[src/rtl/low_freq_gen_pkg.sv]
// Shared definitions for the low-frequency square-wave generator:
// master FSM encoding, BCD limits and the default clock rate.
package low_freq_gen_pkg;

    localparam logic [2:0] ST_IDLE = 3'd0;
    localparam logic [2:0] ST_CONV = 3'd1;
    localparam logic [2:0] ST_DIV  = 3'd2;
    localparam logic [2:0] ST_LOAD = 3'd3;
    localparam logic [2:0] ST_RUN  = 3'd4;

    typedef enum logic [2:0] {
        S_IDLE = ST_IDLE,
        S_CONV = ST_CONV,
        S_DIV  = ST_DIV,
        S_LOAD = ST_LOAD,
        S_RUN  = ST_RUN
    } state_t;

    localparam logic [3:0] BCD_MAX        = 4'd9;
    localparam int         DEFAULT_CLK_HZ = 50_000_000;
    localparam int         NUM_DIGITS     = 4;
    // 9999 needs 14 bits
    localparam int         ACC_W          = 14;

    function automatic logic digit_valid(input logic [3:0] d);
        return (d <= BCD_MAX);
    endfunction

endpackage

[src/rtl/low_freq_gen_bcd2bin_seq.sv]
// Sequential 4-digit BCD to binary converter, one digit per clock, MSD first.
// done_tick/invalid flag the cycle whose edge commits the final step.
module bcd2bin_seq
    import low_freq_gen_pkg::*;
(
    input  logic             clk,
    input  logic             reset,
    input  logic             start,
    input  logic [3:0]       bcd3,
    input  logic [3:0]       bcd2,
    input  logic [3:0]       bcd1,
    input  logic [3:0]       bcd0,
    output logic             done_tick,
    output logic             invalid,
    output logic [ACC_W-1:0] bin
);

    logic [NUM_DIGITS-1:0][3:0] digits_reg;
    logic [1:0]                 idx_reg;
    logic                       busy_reg;
    logic [ACC_W-1:0]           acc_reg;

    logic [3:0]                 digit_cur;
    logic [ACC_W-1:0]           acc_next;

    // idx counts down so digits_reg[3] (bcd3) is consumed first
    assign digit_cur = digits_reg[idx_reg];
    assign acc_next  = acc_reg * ACC_W'(10) + ACC_W'(digit_cur);
    assign invalid   = busy_reg && !digit_valid(digit_cur);
    assign done_tick = busy_reg && digit_valid(digit_cur) && (idx_reg == 2'd0);
    assign bin       = acc_next;

    always_ff @(posedge clk or posedge reset) begin
        if (reset) begin
            digits_reg <= '0;
            idx_reg    <= 2'd0;
            busy_reg   <= 1'b0;
            acc_reg    <= '0;
        end else if (start) begin
            digits_reg <= {bcd3, bcd2, bcd1, bcd0};
            idx_reg    <= 2'(NUM_DIGITS - 1);
            busy_reg   <= 1'b1;
            acc_reg    <= '0;
        end else if (busy_reg) begin
            acc_reg <= acc_next;
            if (invalid || done_tick) begin
                busy_reg <= 1'b0;
            end else begin
                idx_reg <= idx_reg - 2'd1;
            end
        end
    end

endmodule

[src/rtl/low_freq_gen.sv]
// BCD frequency in, 50% duty square wave out: BCD->binary, half-period
// division of CLK_HZ/2 by the frequency, then a free-running toggle counter.
module low_freq_gen
    import low_freq_gen_pkg::*;
#(
    parameter int CLK_HZ = DEFAULT_CLK_HZ,
    parameter int W      = 26
)
(
    input  logic       clk,
    input  logic       reset,
    input  logic       start,
    input  logic       stop,
    input  logic [3:0] bcd3,
    input  logic [3:0] bcd2,
    input  logic [3:0] bcd1,
    input  logic [3:0] bcd0,
    output logic       sq_out,
    output logic       ready,
    output logic       done_tick,
    output logic       err
);

    // remainder/divisor must hold any 14-bit frequency even when W is small
    localparam int             DW       = (W > ACC_W) ? W : ACC_W;
    localparam int             CW       = $clog2(W + 1);
    localparam logic [W-1:0]   HALF_CLK = W'(CLK_HZ / 2);

    state_t           state_reg;
    logic [W-1:0]     quo_reg;
    logic [DW-1:0]    rem_reg;
    logic [DW-1:0]    divisor_reg;
    logic [CW-1:0]    bit_cnt_reg;
    logic [W-1:0]     half_reg;
    logic [W-1:0]     count_reg;
    logic             sq_reg;
    logic             ready_reg;
    logic             done_reg;
    logic             err_reg;

    logic             accept;
    logic             conv_done;
    logic             conv_invalid;
    logic [ACC_W-1:0] conv_bin;

    logic [DW:0]      rem_shift;
    logic             rem_ge;
    logic [DW-1:0]    rem_diff;

    assign accept = start && ready_reg;

    bcd2bin_seq u_bcd2bin (
        .clk       (clk),
        .reset     (reset),
        .start     (accept),
        .bcd3      (bcd3),
        .bcd2      (bcd2),
        .bcd1      (bcd1),
        .bcd0      (bcd0),
        .done_tick (conv_done),
        .invalid   (conv_invalid),
        .bin       (conv_bin)
    );

    // quo_reg starts as the dividend; its MSB shifts into the remainder
    // while the new quotient bit enters at the LSB
    assign rem_shift = {rem_reg, quo_reg[W-1]};
    assign rem_ge    = (rem_shift >= {1'b0, divisor_reg});
    assign rem_diff  = rem_shift[DW-1:0] - divisor_reg;

    always_ff @(posedge clk or posedge reset) begin
        if (reset) begin
            state_reg   <= S_IDLE;
            quo_reg     <= '0;
            rem_reg     <= '0;
            divisor_reg <= '0;
            bit_cnt_reg <= '0;
            half_reg    <= '0;
            count_reg   <= '0;
            sq_reg      <= 1'b0;
            ready_reg   <= 1'b1;
            done_reg    <= 1'b0;
            err_reg     <= 1'b0;
        end else begin
            done_reg <= 1'b0;
            case (state_reg)
                S_IDLE: begin
                    if (accept) begin
                        err_reg   <= 1'b0;
                        ready_reg <= 1'b0;
                        state_reg <= S_CONV;
                    end
                end

                S_CONV: begin
                    if (conv_invalid) begin
                        err_reg   <= 1'b1;
                        sq_reg    <= 1'b0;
                        ready_reg <= 1'b1;
                        state_reg <= S_IDLE;
                    end else if (conv_done) begin
                        if (conv_bin == '0) begin
                            err_reg   <= 1'b1;
                            sq_reg    <= 1'b0;
                            ready_reg <= 1'b1;
                            state_reg <= S_IDLE;
                        end else begin
                            divisor_reg <= DW'(conv_bin);
                            rem_reg     <= '0;
                            quo_reg     <= HALF_CLK;
                            bit_cnt_reg <= '0;
                            state_reg   <= S_DIV;
                        end
                    end
                end

                S_DIV: begin
                    rem_reg     <= rem_ge ? rem_diff : rem_shift[DW-1:0];
                    quo_reg     <= {quo_reg[W-2:0], rem_ge};
                    bit_cnt_reg <= bit_cnt_reg + CW'(1);
                    if (bit_cnt_reg == CW'(W - 1)) begin
                        state_reg <= S_LOAD;
                    end
                end

                S_LOAD: begin
                    half_reg  <= quo_reg;
                    count_reg <= '0;
                    sq_reg    <= 1'b1;
                    done_reg  <= 1'b1;
                    ready_reg <= 1'b1;
                    state_reg <= S_RUN;
                end

                S_RUN: begin
                    if (accept) begin
                        sq_reg    <= 1'b0;
                        count_reg <= '0;
                        err_reg   <= 1'b0;
                        ready_reg <= 1'b0;
                        state_reg <= S_CONV;
                    end else if (stop) begin
                        sq_reg    <= 1'b0;
                        count_reg <= '0;
                        state_reg <= S_IDLE;
                    end else if (count_reg == half_reg - W'(1)) begin
                        count_reg <= '0;
                        sq_reg    <= ~sq_reg;
                    end else begin
                        count_reg <= count_reg + W'(1);
                    end
                end

                default: begin
                    sq_reg    <= 1'b0;
                    ready_reg <= 1'b1;
                    state_reg <= S_IDLE;
                end
            endcase
        end
    end

    assign sq_out    = sq_reg;
    assign ready     = ready_reg;
    assign done_tick = done_reg;
    assign err       = err_reg;

endmodule

[config.mk]
export PLATFORM = sky130hd
export DESIGN_NAME = low_freq_gen
export DESIGN_NICKNAME = d
export VERILOG_FILES = /design/src/rtl/low_freq_gen_pkg.sv /design/src/rtl/low_freq_gen_bcd2bin_seq.sv /design/src/rtl/low_freq_gen.sv
export SDC_FILE = /design/constraint.sdc
export NUM_CORES = 1
export LEC_CHECK = 0
export ABC_AREA = 1
export BUFFER_PORTS_ARGS = -buffer_cell sky130_fd_sc_hd__buf_2
export CORE_ASPECT_RATIO = 0.8
export CORE_MARGIN = 8
export CORE_UTILIZATION = 40
export CTS_CLUSTER_SIZE = 25
export DETAILED_ROUTE_END_ITERATION = 12
export MAX_ROUTING_LAYER = met4
export SYNTH_ARGS = -nofsm -noshare
export SYNTH_HDL_FRONTEND = slang
export SYNTH_SLANG_ARGS = --single-unit
[constraint.sdc]
create_clock -name clk -period 4.8 [get_ports clk]
set_clock_uncertainty 0.05 [all_clocks]
set_input_delay 0 -clock clk [delete_from_list [all_inputs] [get_ports clk]]
set_output_delay 0 -clock clk [all_outputs]
set_load 0.05 [all_outputs]
# [Word-level counts from Yosys, hierarchy flattened]
# Cells that the tools add are included.
# W data, S select, Z words.
[op_classes] addsub=6 mul=1 n_div=0 order_cmp=3 n_eq_ne=17 shift=0 muxes=49 n_bitwise=5 n_reduce_logical=22
[op_table] operator="$mux W26" count=10
[op_table] operator="$pmux W26 S2" count=3
[op_table] operator="$mux W14" count=2
[op_table] operator="$ge A27 B14 Y1" count=1
[op_table] operator="$add A26 B1 Y26 const B" count=1
[op_table] operator="$eq A26 B26 Y1" count=1
[op_table] operator="$sub A26 B1 Y26 const B" count=1
[op_table] operator="$sub A26 B14 Y26" count=1
[op_table] operator="$reduce_and A4 Y1" count=6
[op_table] operator="$mux W3" count=6
[op_table] operator="$mux W5" count=3
[op_table] operator="$pmux W3 S5" count=1
[op_table] operator="$add A14 B4 Y14" count=1
[op_table] operator="$logic_not A14 Y1" count=1
[op_table] operator="$mul A14 B3 Y13 const B" count=1
[op_table] operator="$mux W1" count=14
[op_table] operator="$ne A2 B2 Y1 const B" count=5
[op_table] operator="$pmux W5 S2" count=1
[op_table] operator="$bmux W4 S2" count=1
[op_table] operator="$mux W2" count=4
[op_table] operator="$reduce_bool A2 Y1" count=4
[op_table] operator="$eq A3 B2 Y1 const B" count=2
[op_table] operator="$add A5 B1 Y5 const B" count=1
[op_table] operator="$eq A5 B5 Y1 const B" count=1
[op_table] operator="22 further kinds" count=31
[word_totals] reg_bits=163 latch_bits=0 mem_bits_rw=0 mem_bits_ro=0 in_bits=20 out_inout_bits=4 word_cells=121 memories=0

# [Depth between registers and ports, before layout]
[logic_depth] word_depth=9 mapped_depth=26 ltp_nobuf=24

# [By module]
# A second synthesis with hierarchy kept.
[unflattened] cells_unflattened=1354 area_unflattened_um2=10116.0
[by_module_without_submodules] mod="low_freq_gen" instances=1 cells_each=1041 area_each_um2=7816.2 seq_area_each_um2=3254.4
[by_module_without_submodules] mod="bcd2bin_seq" instances=1 cells_each=313 area_each_um2=2299.7 seq_area_each_um2=800.8

# [Least setup slack after synthesis]
# No wires, ideal clock.
[synth_timing] path_type="flip-flop to flip-flop" from="reg u_bcd2bin.acc_reg[1]" to="reg rem_reg[0]" setup_time_ns=0.121 arrival_time_ns=2.878 t_required_ns=4.629 setup_slack_ns=1.750 stages_incl_launch_ff=20 path_buffers=2 period_less_slack_ns=3.050 path_cell_list="dfrtp_1 ha_1 ha_1 inv_1 fa_1 inv_1 nand3_2 nor2_2 nand3_2 nor2_4 xor2_2 nor2_1 nand2_2 nand2_4 nand2_4 nand2_4 buf_8 buf_8 nand2_1 nand2_1"
[synth_between] elab_chain_len=5
[synth_rtl] element="from (decl)" line_no="low_freq_gen_bcd2bin_seq.sv:21" source="logic [ACC_W-1:0] acc_reg;"
[synth_rtl] element="from (signal assigned)" line_no="low_freq_gen_bcd2bin_seq.sv:45" source="acc_reg <= acc_next;"
[synth_rtl] element="$mul A14 B3 Y13" line_no="low_freq_gen_bcd2bin_seq.sv:28" source="assign acc_next = acc_reg * ACC_W'(10) + ACC_W'(digit_cur);"
[synth_rtl] element="$add A14 B4 Y14" line_no="low_freq_gen_bcd2bin_seq.sv:28"
[synth_rtl] element="$logic_not A14 Y1" line_no="low_freq_gen.sv:102" source="if (conv_bin == '0) begin"
[synth_rtl] element="$ne A2 B2 Y1 (no source line)"
[synth_rtl] element="$reduce_and A4 Y1 (no source line)"
[synth_rtl] element="to (signal assigned)" line_no="low_freq_gen.sv:118" source="rem_reg <= rem_ge ? rem_diff : rem_shift[DW-1:0];"
[synth_rtl] element="to (decl)" line_no="low_freq_gen.sv:31" source="logic [DW-1:0] rem_reg;"
# No other way between the ends.
# A chain may end at the register's enable or synchronous reset.

# [Final worst setup path]
[layout_timing] from="reg u_bcd2bin.acc_reg[1]" to="reg rem_reg[6]"
# Same word-level chain as after synthesis.

==> key figures <==
Synth
  • Ys Warns: 0
  • Post-synthesis net count: roughly 1,500
  • Top post-synthesis cells by count: 476 x nand2_1, 165 x inv_1, 161 x dfrtp_1
  • Synthesized flop and latch total: around 160
  • Most common cell in the netlist: nand2_1
  • Distinct cells, synth: ~40
  • Area leader, netlist: dfrtp_1
  • Syn_area_per_cell: ~7.2 sq um
  • Synth top area share: 39.57%
  • EDFF count, synth: 0
  • Sequential area share after synthesis: 39.83%
  • Synth area leaders: dfrtp_1 40%, nand2_1 18%, inv_1 6.1%
  • FFs w/ async S/R, synth: 100.0%
  • Cell Area, Synth: around 0.010 sq mm
  • Syn Inst Count: 1,414
  • Main synth FF type: dfrtp_1

Drt
  • DRT iter0 DRCs: roughly 510
  • Remaining DRCs: 0
  • Detailed-route via count: 8,794
  • First-pass DRT Iterations: 5
  • Routed wire length: about 23,000 microns
  • Per-cell routed wire length: 13.06 microns
  • Detailed-route vias per instance: 4.910
  • Antenna Nets Post-Route: 0

Clock tree
  • Num CTS Buffers: 17
  • Root cell of the clock tree: clkbuf_16
  • # resized after CTS: 0
  • CTS Sinks: around 160
  • Worst skew pair latency: 0.44 ns
  • H-tree depth: 4
  • TritonCTS clock tree: done
  • Clock transition at path regs: approximately 0.070 ns
  • Longest Clk Path Bufs: 2

Die
  • Die Ht: around 160 microns
  • Core Footprint: roughly 0.025 sq mm
  • I/O pins: 24
  • Die area: 0.03085 sq mm
  • Rows: 52
  • Die X-Extent: a little under 200 microns
  • Initial Util: between 40 and 50%

Global route
  • Largest net degree at the start of global routing: between 80 and 90
  • Grt total ovfl: 0
  • First-pass GRT wire length: between 40,000 and 50,000 microns
  • Number of global-route vias before repair: 8,377
  • Initial antenna violation count: 1
  • Total track usage: between 10% and 20%

Power
  • Final Power: approximately 0.0085 W
  • Power Dens Cells: ~740 mW/mm^2
  • Maximum VDD drop: 312.8 uV
  • Static Leak: roughly 6.0 nW

Worst setup path
  • Crit-path max FO: 58
  • Startpoint type of the worst setup path: flip-flop
  • R2R Setup Slk: roughly 0.86 ns
  • Setup crit end kind: flip-flop
  • CP Class: reg -> reg
  • Critical path required time: 5.12 ns
  • CP arrival: between 4 and 5 ns

Timing
  • Final period util: 82.03%
  • Unrepaired setup endpoints after global routing: false
  • Hold_ws: around 0.18 ns
  • Worst-margin pin slew: approximately 0.76 ns
  • Setup TNS: 0 ns
  • Final setup margin: around 0.86 ns
  • Max transition margin: between 40% and 50%
  • Setup violators final: 0
  • Max-slew violation count: 0
  • FMAX: 254.0 MHz
  • Min cycle time layout: a little under 4 ns
  • Final hold viol count: 0

Finish
  • Final net count: between 1,500 and 2,000
  • Layout cell share with drive strength beyond 1: approximately 7.1%
  • Synth-to-Final Area Change: 12.36%
  • Number of diodes: 0
  • Non-Filler Instances: between 1,500 and 2,000

Place
  • Detailed placement HPWL: roughly 17,000 microns
  • Routability cong.: ~0.85
  • Placed insts: between 1,500 and 2,000
  • PortBufs: 23
  • Worst slack, placed: 0.9103 ns

Run status
  • Outcome: finished clean

Run
  • Max-cap viol count: 0

Min path
  • Min-Delay Path Class: in -> async
-- repair_timing --
item | CTS | global route
buffers inserted | 0 | 0
hold endpoints to repair | 102 | 0
hold buffers | 28 | 0
-- stage by stage --
stage               utilization (%)  instance area (sq um)
global placement              41.99                  10570
global route                  45.43                  11440
floorplan                         -                  10180
CTS                           45.43                  11440
detailed placement            41.99                  10570
finish                        45.43                  11440
-- worst max-delay path: stages, from the launching register on --
cell and delay, ns:
dfrtp_1 0.45, ha_1 0.31, ha_1 0.19, inv_1 0.06
fa_1 0.40, inv_1 0.07, nand2_1 0.05, nand2_1 0.13
nand3_1 0.13, nand2_1 0.10, nand2_1 0.05, nand2_1 0.06
nand2_1 0.08, nor2_4 0.14, nand2_1 0.07, nand2_1 0.06
nand2_1 0.08, nor2_1 0.24, nand2_2 0.13, nand2_4 0.10
nand2_4 0.12, nand2_4 0.54, nand2_1 0.12, nand2_1 0.09
-- cell type report --
type	instances	area, sq um
clock buffers	18	439.2
multi-input cells	1045	5303
fillers	2593	13740
well taps	324	405.4
clock inverters	14	146.4
inverters	170	643.1
repair buffers	58	447.9
flip-flops and latches	162	4055
-- layout by cell type (no fill, tap or decap), drive strengths merged, types with 3 or more instances in the layout --
cell / n
a21oi: 32
a31oi: 4
buf: 30
clkbuf: 18
clkinv: 6
dfrtp: 161
dlygate4sd3: 28
fa: 3
ha: 41
inv: 177
nand2: 484
nand3: 104
nand3b: 6
nand4: 18
nor2: 139
nor3: 15
nor4: 7
o211ai: 10
o21ai: 75
o21bai: 8
o22ai: 14
or2: 12
xnor2: 24
xor2: 43
-- cells by family (layout without fill, tap and decap cells) --
family / Yosys count / in the layout / share of synthesized area, %
AO/OA/AOI/OAI: 148 / 148 / 8.111
XOR/XNOR: 67 / 67 / 5.838
flip-flops: 162 / 162 / 39.83
adder cells (fa/ha/maj): 44 / 44 / 5.629
AND/OR/NAND/NOR: 786 / 786 / 32.43
buffers and inverters: 207 / 260 / 8.160
-- final timing paths --
| kind | startpoint | end | cells after the start |
|---|---|---|---|
| worst max-delay path | u_bcd2bin.acc_reg[1] | rem_reg[6] | 23 |
| worst min-delay path | reset | rem_reg[11] | 3 |
| worst max register to register | u_bcd2bin.acc_reg[1] | rem_reg[6] | 23 |
| worst min register to register | quo_reg[12] | quo_reg[12] | 2 |
| max in group asynchronous | reset | quo_reg[24] | 4 |
| min in group clk | bcd3[1] | u_bcd2bin.digits_reg[13] | 4 |
-- where the power goes --
group / leakage [nW] / internal [W] / switching (W)
Clock: 0.285 / 0.000706 / 0.000644
Combinational: 3.56 / 0.00170 / 0.00314
Sequential: 2.11 / 0.00187 / 0.000444
-- routing by layer --
metal  vias to the layer above  GRT usage [%]  routed length [microns]
met5                         -              -                        0
met4                         0          4.102                      224
met3                        19          2.704                      629
met2                        94          25.06                    10140
met1                      4106          22.63                    12390
li1                       4575              -                        -
Power figures use the tool's default switching activity.
